**src/rtl/ttl_fifo_pkg.sv**
```systemverilog
// Shared types, default sizing and pointer helper for the TTLx8 FIFO playout stage.
package ttl_fifo_pkg;

  localparam int DEF_DEPTH      = 1024;
  localparam int DEF_THRESHOLD  = 1000;
  localparam int DEF_DATA_WIDTH = 8;
  localparam int DEF_ADDR_WIDTH = 10;
  localparam int DEF_HOLD_WIDTH = 16;

  // Playout sequencer: waiting for a word, or holding one on ttl_out.
  typedef enum logic {
    IDLE = 1'b0,
    HOLD = 1'b1
  } ttl_state_t;

  // Next storage index with wrap at depth-1; depth need not be a power of two.
  function automatic int unsigned ptr_next(input int unsigned ptr, input int unsigned depth);
    return (ptr == depth - 32'd1) ? 32'd0 : ptr + 32'd1;
  endfunction

endpackage

```
**src/rtl/ttl_fifo_ctrl_if.sv**
```systemverilog
// Valid/ready word stream feeding the TTL FIFO. The producer drives valid and data,
// the FIFO answers with ready (space available).
interface ttl_fifo_ctrl_if #(
  parameter int DATA_WIDTH = 8
);
  logic                  s_valid;
  logic [DATA_WIDTH-1:0] s_data;
  logic                  s_ready;

  modport master (output s_valid, output s_data, input s_ready);
  modport slave  (input s_valid, input s_data, output s_ready);
endinterface

```
**src/rtl/ttl_fifo_ctrl.sv**
```systemverilog
// Pointer/occupancy control for an external FIFO array (sync write, comb read)
// plus a playout sequencer that holds each popped word on ttl_out for hold_len+1 cycles.
module ttl_fifo_ctrl
  import ttl_fifo_pkg::*;
#(
  parameter int DEPTH      = DEF_DEPTH,
  parameter int THRESHOLD  = DEF_THRESHOLD,
  parameter int DATA_WIDTH = DEF_DATA_WIDTH,
  parameter int ADDR_WIDTH = DEF_ADDR_WIDTH,
  parameter int HOLD_WIDTH = DEF_HOLD_WIDTH
) (
  input  logic                  clk,
  input  logic                  rst,
  ttl_fifo_ctrl_if.slave        s_if,
  input  logic                  run,
  input  logic [HOLD_WIDTH-1:0] hold_len,
  output logic                  mem_wr_en,
  output logic [ADDR_WIDTH-1:0] mem_addr_in,
  output logic [DATA_WIDTH-1:0] mem_din,
  output logic [ADDR_WIDTH-1:0] mem_addr_out,
  input  logic [DATA_WIDTH-1:0] mem_dout,
  output logic [DATA_WIDTH-1:0] ttl_out,
  output logic                  ttl_strobe,
  output logic [ADDR_WIDTH:0]   count,
  output logic                  full,
  output logic                  empty,
  output logic                  almost_full,
  output logic                  overflow,
  output logic                  underrun
);

  localparam logic [ADDR_WIDTH:0]   COUNT_FULL = (ADDR_WIDTH + 1)'(DEPTH);
  localparam logic [ADDR_WIDTH:0]   COUNT_AF   = (ADDR_WIDTH + 1)'(THRESHOLD);
  localparam logic [ADDR_WIDTH:0]   COUNT_ONE  = (ADDR_WIDTH + 1)'(1);
  localparam logic [HOLD_WIDTH-1:0] HOLD_ONE   = HOLD_WIDTH'(1);

  logic [ADDR_WIDTH-1:0] wr_ptr;
  logic [ADDR_WIDTH-1:0] rd_ptr;
  logic [HOLD_WIDTH-1:0] hold_cnt;
  ttl_state_t            state;
  ttl_state_t            state_nxt;
  logic                  push;
  logic                  pop;
  logic                  underrun_set;

  // Flags are pure decodes of the registered occupancy; ready uses the registered full,
  // so a pop in the same cycle never lets a push into a full FIFO.
  assign full          = (count == COUNT_FULL);
  assign empty         = (count == '0);
  assign almost_full   = (count >= COUNT_AF);
  assign s_if.s_ready  = !full;

  assign push          = s_if.s_valid && !full;
  assign mem_wr_en     = push;
  assign mem_addr_in   = wr_ptr;
  assign mem_din       = s_if.s_data;
  assign mem_addr_out  = rd_ptr;

  // Sequencer decode: decide whether to pop this cycle and where to go next.
  always_comb begin
    // NOTE: every signal written here gets a default first, so no path leaves it unassigned and no latch is inferred.
    state_nxt    = state;
    pop          = 1'b0;
    underrun_set = 1'b0;
    case (state)
      IDLE: begin
        if (run && !empty) begin
          pop       = 1'b1;
          state_nxt = HOLD;
        end
      end
      HOLD: begin
        if (hold_cnt == '0) begin
          if (run && !empty) begin
            pop = 1'b1;
          end else begin
            underrun_set = run;
            state_nxt    = IDLE;
          end
        end
      end
    endcase
  end

  // Sequencer state register.
  always_ff @(posedge clk) begin
    // NOTE: state is updated with non-blocking assignments so every flop samples pre-edge values, matching hardware.
    if (rst) begin
      state <= IDLE;
    end else begin
      state <= state_nxt;
    end
  end

  // Output register and hold counter: load on pop, count down while holding.
  always_ff @(posedge clk) begin
    if (rst) begin
      ttl_out    <= '0;
      ttl_strobe <= 1'b0;
      hold_cnt   <= '0;
    end else begin
      ttl_strobe <= pop;
      if (pop) begin
        ttl_out  <= mem_dout;
        hold_cnt <= hold_len;
      end else if (state == HOLD && hold_cnt != '0) begin
        hold_cnt <= hold_cnt - HOLD_ONE;
      end
    end
  end

  // Read/write pointers and occupancy.
  always_ff @(posedge clk) begin
    // NOTE: only the pointers and count are reset; the external array keeps stale contents, which is harmless since count marks none of it valid.
    if (rst) begin
      wr_ptr <= '0;
      rd_ptr <= '0;
      count  <= '0;
    end else begin
      if (push) begin
        wr_ptr <= ADDR_WIDTH'(ptr_next(32'(wr_ptr), 32'(DEPTH)));
      end
      if (pop) begin
        rd_ptr <= ADDR_WIDTH'(ptr_next(32'(rd_ptr), 32'(DEPTH)));
      end
      case ({push, pop})
        2'b10:   count <= count + COUNT_ONE;
        2'b01:   count <= count - COUNT_ONE;
        default: count <= count;
      endcase
    end
  end

  // Sticky error flags, cleared only by reset.
  always_ff @(posedge clk) begin
    if (rst) begin
      overflow <= 1'b0;
      underrun <= 1'b0;
    end else begin
      if (s_if.s_valid && full) begin
        overflow <= 1'b1;
      end
      if (underrun_set) begin
        underrun <= 1'b1;
      end
    end
  end

endmodule

```
**src/flat_wrapper.sv**
```systemverilog
// flat-port wrapper written by rule: the top's interface ports become plain ports
module ttl_fifo_ctrl_flat import ttl_fifo_pkg::*;
#(
  parameter int DEPTH      = DEF_DEPTH,
  parameter int THRESHOLD  = DEF_THRESHOLD,
  parameter int DATA_WIDTH = DEF_DATA_WIDTH,
  parameter int ADDR_WIDTH = DEF_ADDR_WIDTH,
  parameter int HOLD_WIDTH = DEF_HOLD_WIDTH
)
  (clk, rst, run, hold_len, mem_wr_en, mem_addr_in, mem_din, mem_addr_out, mem_dout, ttl_out, ttl_strobe, count, full, empty, almost_full, overflow, underrun, s_if_s_valid, s_if_s_data, s_if_s_ready);
  ttl_fifo_ctrl_if #(.DATA_WIDTH(DATA_WIDTH)) s_if_i ();
  input  logic clk;
  input  logic rst;
  input  logic run;
  input  logic [HOLD_WIDTH-1:0] hold_len;
  output logic mem_wr_en;
  output logic [ADDR_WIDTH-1:0] mem_addr_in;
  output logic [DATA_WIDTH-1:0] mem_din;
  output logic [ADDR_WIDTH-1:0] mem_addr_out;
  input  logic [DATA_WIDTH-1:0] mem_dout;
  output logic [DATA_WIDTH-1:0] ttl_out;
  output logic ttl_strobe;
  output logic [ADDR_WIDTH:0] count;
  output logic full;
  output logic empty;
  output logic almost_full;
  output logic overflow;
  output logic underrun;
  input wire logic [$bits(s_if_i.s_valid)-1:0] s_if_s_valid;
  input wire logic [$bits(s_if_i.s_data)-1:0] s_if_s_data;
  output wire logic [$bits(s_if_i.s_ready)-1:0] s_if_s_ready;
  assign s_if_i.s_valid = s_if_s_valid;
  assign s_if_i.s_data = s_if_s_data;
  assign s_if_s_ready = s_if_i.s_ready;
  ttl_fifo_ctrl #(.DEPTH(DEPTH), .THRESHOLD(THRESHOLD), .DATA_WIDTH(DATA_WIDTH), .ADDR_WIDTH(ADDR_WIDTH), .HOLD_WIDTH(HOLD_WIDTH)) u_core (.clk(clk), .rst(rst), .s_if(s_if_i), .run(run), .hold_len(hold_len), .mem_wr_en(mem_wr_en), .mem_addr_in(mem_addr_in), .mem_din(mem_din), .mem_addr_out(mem_addr_out), .mem_dout(mem_dout), .ttl_out(ttl_out), .ttl_strobe(ttl_strobe), .count(count), .full(full), .empty(empty), .almost_full(almost_full), .overflow(overflow), .underrun(underrun));
endmodule
```
**config.mk**
```make
export PLATFORM = sky130hd
export DESIGN_NAME = ttl_fifo_ctrl_flat
export DESIGN_NICKNAME = d
export VERILOG_FILES = /design/src/rtl/ttl_fifo_pkg.sv /design/src/rtl/ttl_fifo_ctrl_if.sv /design/src/rtl/ttl_fifo_ctrl.sv /design/src/flat_wrapper.sv
export SDC_FILE = /design/constraint.sdc
export NUM_CORES = 1
export LEC_CHECK = 0
export CORE_MARGIN = 2
export CORE_UTILIZATION = 48
export DETAILED_ROUTE_END_ITERATION = 10
export PLACE_DENSITY_LB_ADDON = 0.05
export REMOVE_ABC_BUFFERS = 1
export SYNTH_ARGS = -nofsm -noshare
export SYNTH_HDL_FRONTEND = slang
export SYNTH_SLANG_ARGS = --single-unit
export TNS_END_PERCENT = 5
```
**constraint.sdc**
```tcl
create_clock -name clk -period 4.9 [get_ports clk]
set_clock_uncertainty 0.15 [all_clocks]
set_input_delay 1.225 -clock clk [delete_from_list [all_inputs] [get_ports clk]]
set_output_delay 1.225 -clock clk [all_outputs]
set_load 0.01 [all_outputs]
```
Yosys cells after proc, flatten, opt, wreduce, memory -nomap -nowiden:

Index checks and enable logic that the tools add are counted.

* bitwise gates (word level): 1
* div/mod/pow operators: 0
* add/subtract/negate cells: 5
* equality and inequality tests: 5
* multipliers: 0
* reduce and logical (&&, ||, !) cells: 11
* mux-type cells: 13
* magnitude comparators: 1
* shift operators: 0

Operator list (count)
* 16-bit two-way mux: 2
* 11-bit case mux with 2 select lines: 1
* 10-bit by 1-bit adder with 10-bit output, second input constant: 2
* 10-bit == test, second input constant: 2
* 10-bit two-way mux: 2
* 16-bit zero test: 1
* 16-bit nonzero test: 1
* 16-bit by 1-bit subtractor with 16-bit output, second input constant: 1
* 11-bit by 1-bit adder with 11-bit output, second input constant: 1
* 11-bit == test, second input constant: 1
* 11-bit by 10-bit >= comparator with 1-bit output, second input constant: 1
* 11-bit zero test: 1
* 11-bit by 1-bit subtractor with 11-bit output, second input constant: 1
* 1-bit two-way mux: 6
* 1-bit logical AND: 4
* 1-bit case mux with 2 select lines: 2
* 2-bit nonzero test: 2
* 2-bit by 1-bit == test with 1-bit output, second input constant: 1
* 2-bit == test, second input constant: 1
* 1-bit zero test: 2
* 1-bit inverter: 1

* output and inout bits: 55
* ROM bits: 0
* memories kept: 0
* bits in latches: 0
* input port bits: 36
* bits in registers: 59
* memory bits (writable): 0

Depth between registers and ports, before layout:

* word-level depth: 8
* depth in mapped cells: 15
* depth with buffers taken out: 14

Worst setup path after synthesis:

No wires, ideal clock.

* path kind: input -> register
* start: input run
* end: register u_core.count[10]
* stages on the path: 12
* arrival time: 3778 ps
* setup time: 121 ps
* setup slack: 852 ps
* required time: 4629 ps
* path buffers: 1
* path through: o41a_1 nand2_1 inv_1 buf_2 ha_1 inv_1 fa_1 nor2b_1 o2111ai_1 a31oi_1 mux2i_1 mux2_2

* word-level cells in the longest chain between the ends: 6
* elaborated cells between the ends (all ways): 8
* classes of those cells: eq/ne (2); mux (4); reduce/logical (2)

RTL lines
* start: declaration: line flat_wrapper.sv:14 `input logic run;`
* 1-bit logical AND *: line ttl_fifo_ctrl.sv:67, ttl_fifo_ctrl.sv:74
* 1-bit two-way mux *: line ttl_fifo_ctrl.sv:67, ttl_fifo_ctrl.sv:74
* 1-bit two-way mux: line ttl_fifo_ctrl.sv:73 `if (hold_cnt == '0) begin`
* 1-bit case mux with 2 select lines *: line ttl_fifo_ctrl.sv:65 `case (state)`
* via u_core.pop: line ttl_fifo_ctrl.sv:43 `logic pop;`
* 2-bit by 1-bit == test with 1-bit output or 2-bit == test (tied branches): line ttl_fifo_ctrl.sv:126 `case ({push, pop})`
* 11-bit case mux with 2 select lines or 2-bit nonzero test (tied branches)
* end signal: assignment: line ttl_fifo_ctrl.sv:127 `2'b10: count <= count + COUNT_ONE;`
* end signal: assignment: line ttl_fifo_ctrl.sv:128 `2'b01: count <= count - COUNT_ONE;`
* end signal: assignment: line ttl_fifo_ctrl.sv:129 `default: count <= count;`
* end: declaration: line ttl_fifo_ctrl.sv:24 `output logic [ADDR_WIDTH:0] count,`

Mark *: on every way through the listed nets, which the timed path passes. The rest lies on a longest branch.
A chain may end at the register's enable or synchronous reset.

Final worst setup path:

* start: register u_core.count[0]
* end: output mem_wr_en

* word-level cells in the longest chain between the ends: 3

RTL lines
* 11-bit == test: line ttl_fifo_ctrl.sv:48 `assign full = (count == COUNT_FULL);`
* 1-bit zero test: line ttl_fifo_ctrl.sv:53 `assign push = s_if.s_valid && !full;`
* 1-bit logical AND: line ttl_fifo_ctrl.sv:53
* end: declaration: line flat_wrapper.sv:16 `output logic mem_wr_en;`

No other way between the ends.

==> summary.txt <==
Worst setup path
  – Data required time at the worst endpoint: approximately 3500 ps
  – Highest-delay cell along the critical path: or4_1
  – Startpoint kind of the worst setup timing path: flop
  – Crit path buffers/inverters: 2
  – Top cell family by delay on the critical path: buffers and inverters
  – Cell chain of the critical path: or4_1 -> o41ai_4 -> inv_1 -> clkdlybuf4s50_1
  – Largest fanout of any net on the critical path: 10
  – CP peak stage delay: 690 ps
  – Type of the worst setup path: reg -> out
  – Critical path capture point type: primary output
  – Data arrival time of the critical path: 2770 ps

Route
  – Total met2 wirelength after detailed routing: around 4.1 mm
  – Final wirelength: around 8.6 mm
  – Top routing layer in use: met4
  – Number of nets still failing antenna checks after routing: 0
  – Per-cell routed wire length: 15.4 µm
  – Vias post-DR: approximately 3300
  – Routed via count divided by cell count: between 5 and 6
  – Count of routing violations after the opening detailed-route iteration: about 140
  – Routed length on met1: about 4 mm
  – DRC Markers: 0
  – Met3 wire length: between 400 and 500 µm
  – Number of detailed-route iterations in the first pass: 4

Clock tree
  – Clk root buf: clkbuf_8
  – CTS Buf Count: 9
  – Worst-path clk slew: approximately 70 ps
  – Buffers inserted during post-CTS setup optimization: 0
  – Number of H-tree branching levels: 3
  – Max clock buf depth: 2
  – CTS tree: done
  – Clock latency at the later pin of the worst-skew pair: approximately 340 ps
  – Quantity of hold-fixing buffers added after cts: 0
  – Number of sinks driven by the clock tree: about 60
  – Quantity of gates resized following cts: 0

Final layout
  – Fin util: 62.5%
  – Combined area of the multi-input logic cells: 1900 µm²
  – Sequential cell area in the final layout: 1180 µm²
  – Number of fill cells in the layout: 609
  – Antenna Diode Count: 0
  – Final Net Count: about 530
  – Layout overhead on the synthesized area: 27.8%
  – Proportion of layout cells with a drive suffix above 1: under 10%

Synth
  – Yosys synthesis warning count: 0
  – Library cells used by synthesis: 54
  – Library cell with the largest summed area after synthesis: dfxtp_1
  – Netlist Area Pre-Place: 3280 µm²
  – Number of instances in the synthesized netlist: 410
  – Count of flip-flops with a built-in enable after synthesis: 0
  – Synthesized flop and latch total: 59
  – Sequential fraction of the synthesis area: between 30% and 40%
  – Per-instance average area after synthesis: roughly 8.0 µm²
  – Post-synth top area share: a little over a third
  – Top area cells in the synthesized netlist: dfxtp_1, a21oi_1, nand2_1, ha_1, nor2_1
  – Dominant synthesized flop cell: dfxtp_1
  – Post-synth ARST share: 0%

Global route
  – GR Overflow Total: 0
  – Initial antenna violation count: 0
  – Number of global-route vias before repair: 2969
  – Wire length of the first global-routing pass: roughly 14 mm
  – Maximum number of pins on one net before global-route repair: 48
  – Global routing usage summed across all routing layers: between 20% and 30%

Placed design
  – Place WS: 479 ps
  – Final RePlAce weighted congestion: about 0.93
  – Number of buffers inserted by port buffering: 74
  – Final HPWL from detailed placement: a little under 6 mm

Pwr
  – PwrDens: between 600 and 700 nW/µm²
  – Lkg Pwr: about 1.5 nW
  – Total power after layout: between 2 and 3 mW
  – Worst VDD drop: between 0.3 and 0.4 mV

Worst hold path
  – Type of the most critical hold path: reg -> reg

Timing
  – Worst Setup Slack, final: between 700 and 800 ps
  – Hold violation count in the final report: 0
  – Total of endpoints with negative setup slack in the final report: 0
  – Final Max Tran Viols: 0
  – Worst slew margin relative to its limit: a little under a fifth
  – Transition time at the pin with the least slew margin: between 1000 and 1500 ps
  – Final setup TNS: 0 ps
  – Period Utilization, post-route: a little over four fifths
  – Minimum period implied by the final worst setup slack: slightly above 4000 ps
  – Unrepaired setup endpoints after global routing: false
  – Peak clock frequency supported by timing: 241 MHz

Job
  – Number of violations of the max-capacitance limit: 0

Outcome
  – Status: finished clean

Floorplanning
  – Count of standard-cell rows: 30
  – Chip width: roughly 87 µm
  – Core Area: ~6700 µm²
  – Chip height: approximately 87 µm
  – Die area: roughly 7500 µm²
  – Starting density of the core: between 40 and 50%
  – Number of top-level pins: about 90
==> worst paths after layout <==
check	startpoint	end	slack, ps	cells past startpoint
setup reg to reg	u_core.count[0]$_SDFFE_PP0P_	u_core.count[10]$_SDFFE_PP0P_	880	12
hold reg to reg	u_core.ttl_out[4]$_SDFFE_PP0P_	u_core.ttl_out[4]$_SDFFE_PP0P_	300	2
setup / recovery	u_core.count[0]$_SDFFE_PP0P_	mem_wr_en	760	4
hold / removal	u_core.ttl_out[4]$_SDFFE_PP0P_	u_core.ttl_out[4]$_SDFFE_PP0P_	300	2
==> cells in the final DEF (no fill, tap or decap), types with 5 or more instances in the layout <==
| cell | instances |
|---|---|
| clkdlybuf4s50_1 | 74 |
| dfxtp_1 | 59 |
| nand2_1 | 47 |
| nor2_1 | 46 |
| a21oi_1 | 37 |
| inv_1 | 18 |
| nand3_1 | 17 |
| nor3_1 | 16 |
| ha_1 | 14 |
| o21ai_0 | 13 |
| xnor2_1 | 13 |
| nor4_1 | 12 |
| a31oi_1 | 11 |
| clkbuf_8 | 10 |
| xor2_1 | 8 |
| or4_1 | 7 |
| or3_1 | 6 |
| nand4_1 | 5 |
| buf_4 | 5 |
==> report_power, final <==
group / internal [mW] / switching (mW)
clock: 0.195 / 0.198
sequential: 0.623 / 0.168
combinational: 0.661 / 0.916
==> stage by stage <==
stage	area, µm²	instances	hold slack, ps
CTS	4200	560	307
floorplan	3150	385	301
global placement	4030	544	291
finish	4200	560	301
detailed placement	4030	544	297
global route	4200	560	332
==> worst reg2reg max path, stage by stage (launching register included) <==
cell and delay [ps]:
dfxtp_1 390, or4_1 690, o41a_1 520, nand2_1 130
inv_1 60, ha_1 190, buf_4 180, ha_1 340
nor2b_1 210, o2111ai_1 200, a31oi_1 280, mux2i_1 230
mux2_2 350
==> cell type report <==
| class | count | share of cell area [%] |
|---|---|---|
| Clock buffer | 11 | 3.37 |
| Clock inverter | 5 | 0.686 |
| Inverter | 18 | 1.61 |
| Multi-Input combinational cell | 308 | 45.3 |
| Sequential cell | 59 | 28.1 |
| Tap cell | 80 | 2.39 |
| Timing Repair Buffer | 79 | 18.5 |
==> cell usage after synthesis (3+ instances only) <==
library cell	n
nand3_1	17
or2_2	3
nand4_1	5
dfxtp_1	59
or4_1	7
ha_1	14
o311ai_0	4
nor4b_1	3
buf_2	3
buf_4	8
a31oi_1	11
o21bai_1	3
clkbuf_1	12
nand2_1	47
nor2_1	46
or3_1	6
nor3_1	16
a21oi_1	37
xnor2_1	13
nor4_1	12
and3_1	3
xor2_1	8
inv_1	18
o21ai_0	13
o2111ai_1	3
==> cell families (layout without fill, tap and decap cells) <==
family | Yosys count | count (layout) | synth area share [%]
buf+inv | 43 | 113 | 6.17
fa+ha+maj | 15 | 15 | 5.95
mux | 3 | 3 | 0.953
xor+xnor | 21 | 21 | 5.60
flops | 59 | 59 | 36.0
compound gates | 96 | 96 | 19.7
simple gates | 173 | 173 | 25.6
==> state kept, by name, summed over array words and instances (netlist names) <==
| name | count |
|---|---|
| u_core.underrun | 1 |
| u_core.count | 11 |
| u_core.state | 1 |
| u_core.mem_addr_out | 10 |
| u_core.ttl_out | 8 |
| u_core.ttl_strobe | 1 |
| u_core.overflow | 1 |
| u_core.hold_cnt | 16 |
| u_core.mem_addr_in | 10 |
==> metal layers <==
| metal | up-vias | track usage, % |
|---|---|---|
| met1 | 1533 | 31.2 |
| li1 | 1619 | - |
| met5 | - | 0 |
| met4 | 0 | 9.09 |
| met2 | 102 | 38.0 |
| met3 | 15 | 5.14 |
Power figures use the tool's default switching activity.
